File: src/rtl/osc_clkgen_multi.sv
// osc_clkgen_multi
// Derives NCH glitch-free 50%-duty clocks from one reference clock.
// Each channel has its own programmable divide ratio. All channels share
// the enable/supply qualifiers, a settle-then-ready start-up sequence and a
// sticky supply-loss fault flag. Every output comes straight from a flop.

module osc_clkgen_multi #(
    parameter int NCH    = 2,
    parameter int DIVW   = 8,
    parameter int SETTLE = 16
) (
    input  logic                 id_clk,
    input  logic                 id_rst,
    input  logic                 id_en,
    input  logic                 id_supply_ok,
    input  logic [NCH*DIVW-1:0]  id_div,
    input  logic                 id_load,
    output logic [NCH-1:0]       od_clk,
    output logic                 od_ready,
    output logic                 od_fault
);

    typedef enum logic [1:0] {
        ST_OFF,
        ST_SETTLE,
        ST_RUN,
        ST_STOP
    } state_t;

    localparam int CW = $clog2(SETTLE + 1);

    state_t            state;
    logic [CW-1:0]     settle_cnt;
    logic [DIVW-1:0]   phase      [NCH];
    logic [DIVW-1:0]   act_ratio  [NCH];
    logic [DIVW-1:0]   pend_ratio [NCH];
    logic [DIVW-1:0]   div_slice  [NCH];
    logic [NCH-1:0]    at_end;
    logic              stopping;

    // Split the packed ratio bus into channels and flag each channel whose phase
    // counter sits at its last count (R-1, with a raw ratio of 0 treated as 1).
    always_comb begin
        for (int k = 0; k < NCH; k++) begin
            div_slice[k] = id_div[k*DIVW +: DIVW];
            at_end[k]    = (phase[k] == ((act_ratio[k] == '0) ? DIVW'(0)
                                                              : act_ratio[k] - DIVW'(1)));
        end
        stopping = (state == ST_STOP) || !id_en;
    end

    // Main sequencer. It handles the state machine, the per-channel dividers,
    // ratio loading, and the ready/fault flags. Everything is registered here.
    always_ff @(posedge id_clk) begin
        if (id_rst) begin
            state      <= ST_OFF;
            settle_cnt <= '0;
            od_clk     <= '0;
            od_ready   <= 1'b0;
            od_fault   <= 1'b0;
            for (int k = 0; k < NCH; k++) begin
                phase[k]      <= '0;
                act_ratio[k]  <= DIVW'(1);
                pend_ratio[k] <= DIVW'(1);
            end
        end else begin
            if (id_load) begin
                for (int k = 0; k < NCH; k++) begin
                    pend_ratio[k] <= div_slice[k];
                end
            end

            case (state)
                ST_OFF: begin
                    od_clk   <= '0;
                    od_ready <= 1'b0;
                    for (int k = 0; k < NCH; k++) begin
                        phase[k]     <= '0;
                        act_ratio[k] <= id_load ? div_slice[k] : pend_ratio[k];
                    end
                    if (id_en && id_supply_ok && !od_fault) begin
                        state      <= ST_SETTLE;
                        settle_cnt <= '0;
                    end
                end

                ST_SETTLE: begin
                    if (!id_en || !id_supply_ok) begin
                        state      <= ST_OFF;
                        settle_cnt <= '0;
                    end else if (settle_cnt == CW'(SETTLE - 1)) begin
                        state      <= ST_RUN;
                        settle_cnt <= '0;
                        od_clk     <= '1;
                        od_ready   <= 1'b1;
                        for (int k = 0; k < NCH; k++) begin
                            phase[k] <= '0;
                        end
                    end else begin
                        settle_cnt <= settle_cnt + CW'(1);
                    end
                end

                ST_RUN, ST_STOP: begin
                    if (!id_supply_ok) begin
                        state      <= ST_OFF;
                        settle_cnt <= '0;
                        od_clk     <= '0;
                        od_ready   <= 1'b0;
                        od_fault   <= 1'b1;
                        for (int k = 0; k < NCH; k++) begin
                            phase[k] <= '0;
                        end
                    end else begin
                        for (int k = 0; k < NCH; k++) begin
                            if (od_clk[k] && at_end[k]) begin
                                od_clk[k]    <= 1'b0;
                                phase[k]     <= '0;
                                act_ratio[k] <= pend_ratio[k];
                            end else if (od_clk[k]) begin
                                phase[k] <= phase[k] + DIVW'(1);
                            end else if (stopping) begin
                                phase[k] <= '0;
                            end else if (at_end[k]) begin
                                od_clk[k] <= 1'b1;
                                phase[k]  <= '0;
                            end else begin
                                phase[k] <= phase[k] + DIVW'(1);
                            end
                        end
                        if (state == ST_RUN && !id_en) begin
                            state    <= ST_STOP;
                            od_ready <= 1'b0;
                        end else if (state == ST_STOP && od_clk == '0) begin
                            state <= ST_OFF;
                        end
                    end
                end

                default: begin
                    state <= ST_OFF;
                end
            endcase
        end
    end

endmodule

File: config.mk
export PLATFORM = sky130hd
export DESIGN_NAME = osc_clkgen_multi
export DESIGN_NICKNAME = d
export VERILOG_FILES = /design/src/rtl/osc_clkgen_multi.sv
export SDC_FILE = /design/constraint.sdc
export NUM_CORES = 1
export LEC_CHECK = 0
export ABC_AREA = 1
export BUFFER_PORTS_ARGS = -buffer_cell sky130_fd_sc_hd__buf_2
export CORE_AREA = 2 2 94 96
export CTS_CLUSTER_DIAMETER = 150
export CTS_CLUSTER_SIZE = 8
export DETAILED_ROUTE_END_ITERATION = 10
export DIE_AREA = 0 0 96 98
export PLACE_DENSITY = 0.62
export SYNTH_ARGS = -nofsm -noshare
export SYNTH_HDL_FRONTEND = slang
export SYNTH_SLANG_ARGS = --single-unit
File: constraint.sdc
create_clock -name id_clk -period 2.2 [get_ports id_clk]
set_input_delay 0.11 -clock id_clk [delete_from_list [all_inputs] [get_ports id_clk]]
set_output_delay 0.11 -clock id_clk [all_outputs]
set_load 0.01 [all_outputs]
==> results of run 1 <==
## Yosys cell counts, drive strengths merged, types with 2 or more instances
cell type,n
a211oi,3
a21oi,9
buf,3
clkbuf,5
dfxtp,11
edfxtp,48
ha,5
inv,73
nand2,139
nand3,33
nand3b,3
nand4,10
nor2,75
nor3,6
nor3b,2
o21ai,32
or2,2
xnor2,3
xor2,11
## power by group
| group | switching [mW] | total (mW) | leakage [nW] | internal [mW] |
|---|---|---|---|---|
| combinational | 0.514 | 0.822 | 1.27 | 0.309 |
| clock | 0.455 | 0.856 | 0.0787 | 0.401 |
| sequential | 0.106 | 1.44 | 0.623 | 1.33 |
## layout make-up
| cell class | instances | area (um^2) | share of cell area, % |
|---|---|---|---|
| inverters | 74 | 278 | 6.29 |
| clock inverters | 7 | 45.0 | 1.02 |
| multi-input cells | 340 | 1870 | 42.3 |
| well taps | 108 | 135 | 3.06 |
| flip-flops and latches | 59 | 1660 | 37.6 |
| repair buffers | 43 | 304 | 6.89 |
| clock buffers | 9 | 124 | 2.81 |
## kinds of logic after synthesis
family | Yosys count | synth area share, %
adders and majority gates | 5 | 1.68
buffers and inverters | 82 | 8.94
xor gates and xnor gates | 14 | 3.50
DFF | 59 | 44.7
and+or+nand+nor | 271 | 34.1
AOI/OAI and AO/OA | 49 | 7.16
## what timing repair did
item	CTS	global route
setup buffers	0	4
endpoints found under the setup margin	8	49
cloned	0	1
pin swaps	0	19
gates resized for setup	1	36
## stage by stage
stage	TNS [ns]	instance area, um^2	utilization (%)
after floorplan	0	3720	-
after global placement	0	4070	48.1
after detailed placement	-0.611	4070	48.1
after CTS	0	4250	50.1
after global routing	-0.723	4410	52.1
final	0	4410	52.1
## routing by layer
| metal | share of wire, % | track usage [%] | vias to the layer above |
|---|---|---|---|
| met5 | 0 | 0 | - |
| met4 | 1.9 | 6.48 | 0 |
| met3 | 3.4 | 5.02 | 12 |
| met2 | 47 | 27.9 | 49 |
| met1 | 48 | 24.3 | 1377 |
| li1 | - | - | 1647 |
## sequential cells by signal, indices dropped and copies added, names as in the netlist
name,cells
act_ratio,16
od_clk,2
od_fault,1
od_ready,1
pend_ratio,16
phase,16
settle_cnt,5
state,2
## worst min path at each step
stage,to,slack (ns),cells past startpoint
after floorplan,pend_ratio[0][0],0.29,1
after global placement,pend_ratio[0][0],0.41,2
after detailed placement,pend_ratio[0][8],0.41,2
after CTS,pend_ratio[0][8],0.04,2
after global routing,pend_ratio[0][0],0.05,2
final,pend_ratio[0][8],0.06,2
## critical path, cell delays in order, from the launching register on
cell,delay (ns)
edfxtp_1,0.42
inv_2,0.10
ha_4,0.14
nand2_4,0.06
nor2_4,0.20
nand2_4,0.11
nand2_1,0.08
nand2_1,0.04
nand2_1,0.06
nand3_2,0.08
nor2_4,0.17
nand4_4,0.13
nand2_4,0.14
buf_12,0.14
nand2_2,0.05
nand2_2,0.06
==> metrics, run 1 <==
# DRC=0; reg-to-reg startpoint=act_ratio[0][8]; CP Max Fanout=7; Via density=4.82; status=complete, no violations; drt pass-1 iters=4; commonest non-fill, non-tap cells in the layout=nand2_1 (108), nor2_1 (64), inv_1 (63); Max-Cap Viols=0; global-route wire length before repair=13300 um; vias in the first global route=3018; Fin. Hold Viols=0; HP Start=id_div[8]; Critical Path AT=2.31 ns; type of the worst setup path=reg2reg; Port Buf Inserts=24; Mapped Nets=506; pre-CTS WS=-0.0765 ns; FF-to-FF setup slack=0.10 ns; Num Clock Sinks=59; Area contributors post-synth=edfxtp_1 (39%), nand2_1 (12%), nor2_1 (6.7%); share of the synthesized area in the top cell type=38.7%; Cell Count, Final, Fillers Out=640; initial antenna violation count=0; fill count=812; WP data required=2.41 ns; Die W=96 um; Detailed Place HPWL=5860 um; Worst-Skew Late Latency=0.35 ns; EDFF count, synth=48; Placed Cells=619; Routed Wire Length=7760 um; Final min period=2.10 ns; WL/cell=12.1 um; core area=0.00847 mm^2; YS warnings=0; synthesized area=0.00372 mm^2; Max IR drop VDD=0.000346 V; Clock transition at path regs=0.07 ns; GRT Util Overall=18.1%; sequential share of the synthesized area=44.7%; Yosys reg bits=59; Worst Reg2Reg Path Length in Cells=15; most common cell after layout, fill and taps aside=nand2_1; final-stage net count=553; Worst Hold Class=in2reg; initial core utilization=44.0%; clk root buf=clkbuf_8; CTS tree=done; remaining global-route overflow=0; buffers from clock root to sink, at most=2; setup violators final=0; crit start category=flop; Mapped Cells=480; crit path launch=act_ratio[0][8]; I/O pins=25; largest net degree at the start of global routing=17; GP Congestion=0.910; Area growth syn-to-layout=18.6%; Max Clock Freq=0.477 GHz; DR iter-0 viols=77; Post-CTS Hold Buffers=0; TritonCTS Buffers=9; Mean Syn Cell Area=7.75 um^2; final setup margin=0.103 ns; Rel. slew slack=52.9%; clock skew=0.0116 ns; diodes inserted=0; Static Leak=1.97 nW; period utilisation layout=95.3%; Die Span Y=98 um; RSZ-0062 raised after global routing=yes; crit path capture=act_ratio[0][5]; die footprint=0.00941 mm^2; Detail Route Antenna Nets=0; Via Count=3085; Power, Total=3.12 mW; FF-to-FF End=act_ratio[0][5]; layout cell share with drive strength beyond 1=25.0%; hold_ws=0.0632 ns; Worst-Margin Slew=0.705 ns; PD cells=706 mW/mm^2; prevailing post-synth register cell=edfxtp_1; CTS H-tree depth=3; Core Rows=34; Slew Limit Fails=0; CP Capture Type=flop; cell taking the most area after synthesis=edfxtp_1; Async SR Flop Fraction=0%; synth unique cells=39
(Power assumes the default switching activity.)
==> inputs of run 2 (changes only) <==
--- a/config.mk
+++ b/config.mk
@@ -12,7 +12,6 @@
 export CTS_CLUSTER_SIZE = 8
 export DETAILED_ROUTE_END_ITERATION = 10
 export DIE_AREA = 0 0 96 98
-export PLACE_DENSITY = 0.62
 export SYNTH_ARGS = -nofsm -noshare
 export SYNTH_HDL_FRONTEND = slang
 export SYNTH_SLANG_ARGS = --single-unit
==> metrics, run 2 (synthesized netlist as in run 1, its figures left out) <==
Post-CTS Hold Buffers=0; Max IR drop VDD=0.000367 V; DR iter-0 viols=117; CTS H-tree depth=3; final setup margin=0.0891 ns; placed inst area=0.00406 mm^2; most common cell after layout, fill and taps aside=nand2_1; Static Leak=2.00 nW; critical path's top delay family=simple AND/OR/NAND/NOR gates; diodes inserted=0; post-layout util=53.0%; CP dominant cell by count=nor2_4; commonest non-fill, non-tap cells in the layout=nand2_1 (117), nor2_1 (64), inv_1 (63); global-route wire length before repair=14000 um; Core Rows=34; die footprint=0.00941 mm^2; crit start category=flop; Worst Hold Class=in2reg; Fin. Hold Viols=0; layout cell share with drive strength beyond 1=24.1%; Rel. slew slack=67.6%; CTS tree=done; Max-Cap Viols=0; CP peak stage delay=0.42 ns; Worst-Margin Slew=0.485 ns; clock skew=0.0127 ns; largest net degree at the start of global routing=26; # DRC=0; GRT Util Overall=19.0%; Post-Layout Inst Area=0.00449 mm^2; WP data required=2.26 ns; core area=0.00847 mm^2; WL/cell=12.5 um; Cell Count, Final, Fillers Out=647; period utilisation layout=96.0%; Num Clock Sinks=59; Die W=96 um; CP Capture Type=flop; TritonCTS Buffers=9; CP max-delay cell=edfxtp_1; pre-CTS WS=-0.00889 ns; buffers from clock root to sink, at most=2; FF-to-FF setup slack=0.09 ns; setup violators final=0; Placed Cells=618; Largest regs=act_ratio: 16 flops, pend_ratio: 16 flops, phase: 16 flops; final-stage net count=560; initial antenna violation count=0; Die Span Y=98 um; Worst-Skew Late Latency=0.34 ns; CP cell instances=inv_2, ha_4, nand2_4, nor2_4, buf_4, a21oi_2, xor2_1, nor2_4, nand4_4, nand3_2, buf_12; type of the worst setup path=reg2reg; Critical Path AT=2.17 ns; I/O pins=25; Via Count=3189; GP Congestion=0.841; clk root buf=clkbuf_8; Clock transition at path regs=0.08 ns; Detail Route Antenna Nets=0; Slew Limit Fails=0; Area growth syn-to-layout=20.6%; vias in the first global route=3097; CP Max Fanout=8; remaining global-route overflow=0; RSZ-0062 raised after global routing=yes; drt pass-1 iters=4; status=complete, no violations; setup_tns=0 ns; initial core utilization=44.0%; Detailed Place HPWL=6010 um; Final min period=2.11 ns; Routed Wire Length=8090 um; Via density=4.93; WP buf/inv=3; PD cells=738 mW/mm^2; Max Clock Freq=0.474 GHz; Port Buf Inserts=24
-- run 2: repair_timing --
item                                    CTS  global route
setup buffers                             1            11
gates resized for setup                   4            28
endpoints found under the hold margin     0             0
endpoints found under the setup margin    9            49
gates cloned                              0             1
pin swaps                                 1            17
-- run 2: area by class of cell --
type | count | area [um^2]
sequential | 59 | 1660
clock inverter | 7 | 68.8
inverter | 74 | 278
multi-input combinational | 340 | 1870
clock buffer | 9 | 124
tap | 108 | 135
fill | 780 | 3980
timing repair buffer | 50 | 353
-- run 2: final timing paths --
check	startpoint	end	depth (start not counted)
max	act_ratio[0][8]	act_ratio[0][12]	11
min	id_div[6]	pend_ratio[0][6]	3
max reg2reg	act_ratio[0][8]	act_ratio[0][12]	11
min reg2reg	settle_cnt[4]	settle_cnt[4]	2
-- run 2: where the power goes --
part / total [mW] / switching (mW) / internal (mW)
combinational: 0.913 / 0.542 / 0.371
sequential: 1.43 / 0.101 / 1.33
clock: 0.966 / 0.447 / 0.518
-- run 2: worst reg2reg max path, cell delays in order, from the launching register on --
cell	delay (ns)
edfxtp_1	0.42
inv_2	0.10
ha_4	0.14
nand2_4	0.06
nor2_4	0.17
buf_4	0.15
a21oi_2	0.06
xor2_1	0.19
nor2_4	0.16
nand4_4	0.14
nand3_2	0.13
buf_12	0.12
-- run 2: stage by stage --
step	hold slack (ns)	power [mW]
2_1_floorplan	0.291	1.99
3_3_place_gp	0.412	2.19
3_5_place_dp	0.413	2.21
4_1_cts	0.0630	3.19
5_1_grt	0.0635	3.52
6_report	0.0767	3.31
-- run 2: metal layers --
metal  up-vias  global-route usage, %  part of all wire (%)
li1       1656                      -                     -
met1      1450                   25.5                    46
met2        72                   30.0                    48
met3        11                   4.78                   4.2
met4         0                   5.71                   1.3
met5         -                      0                     0
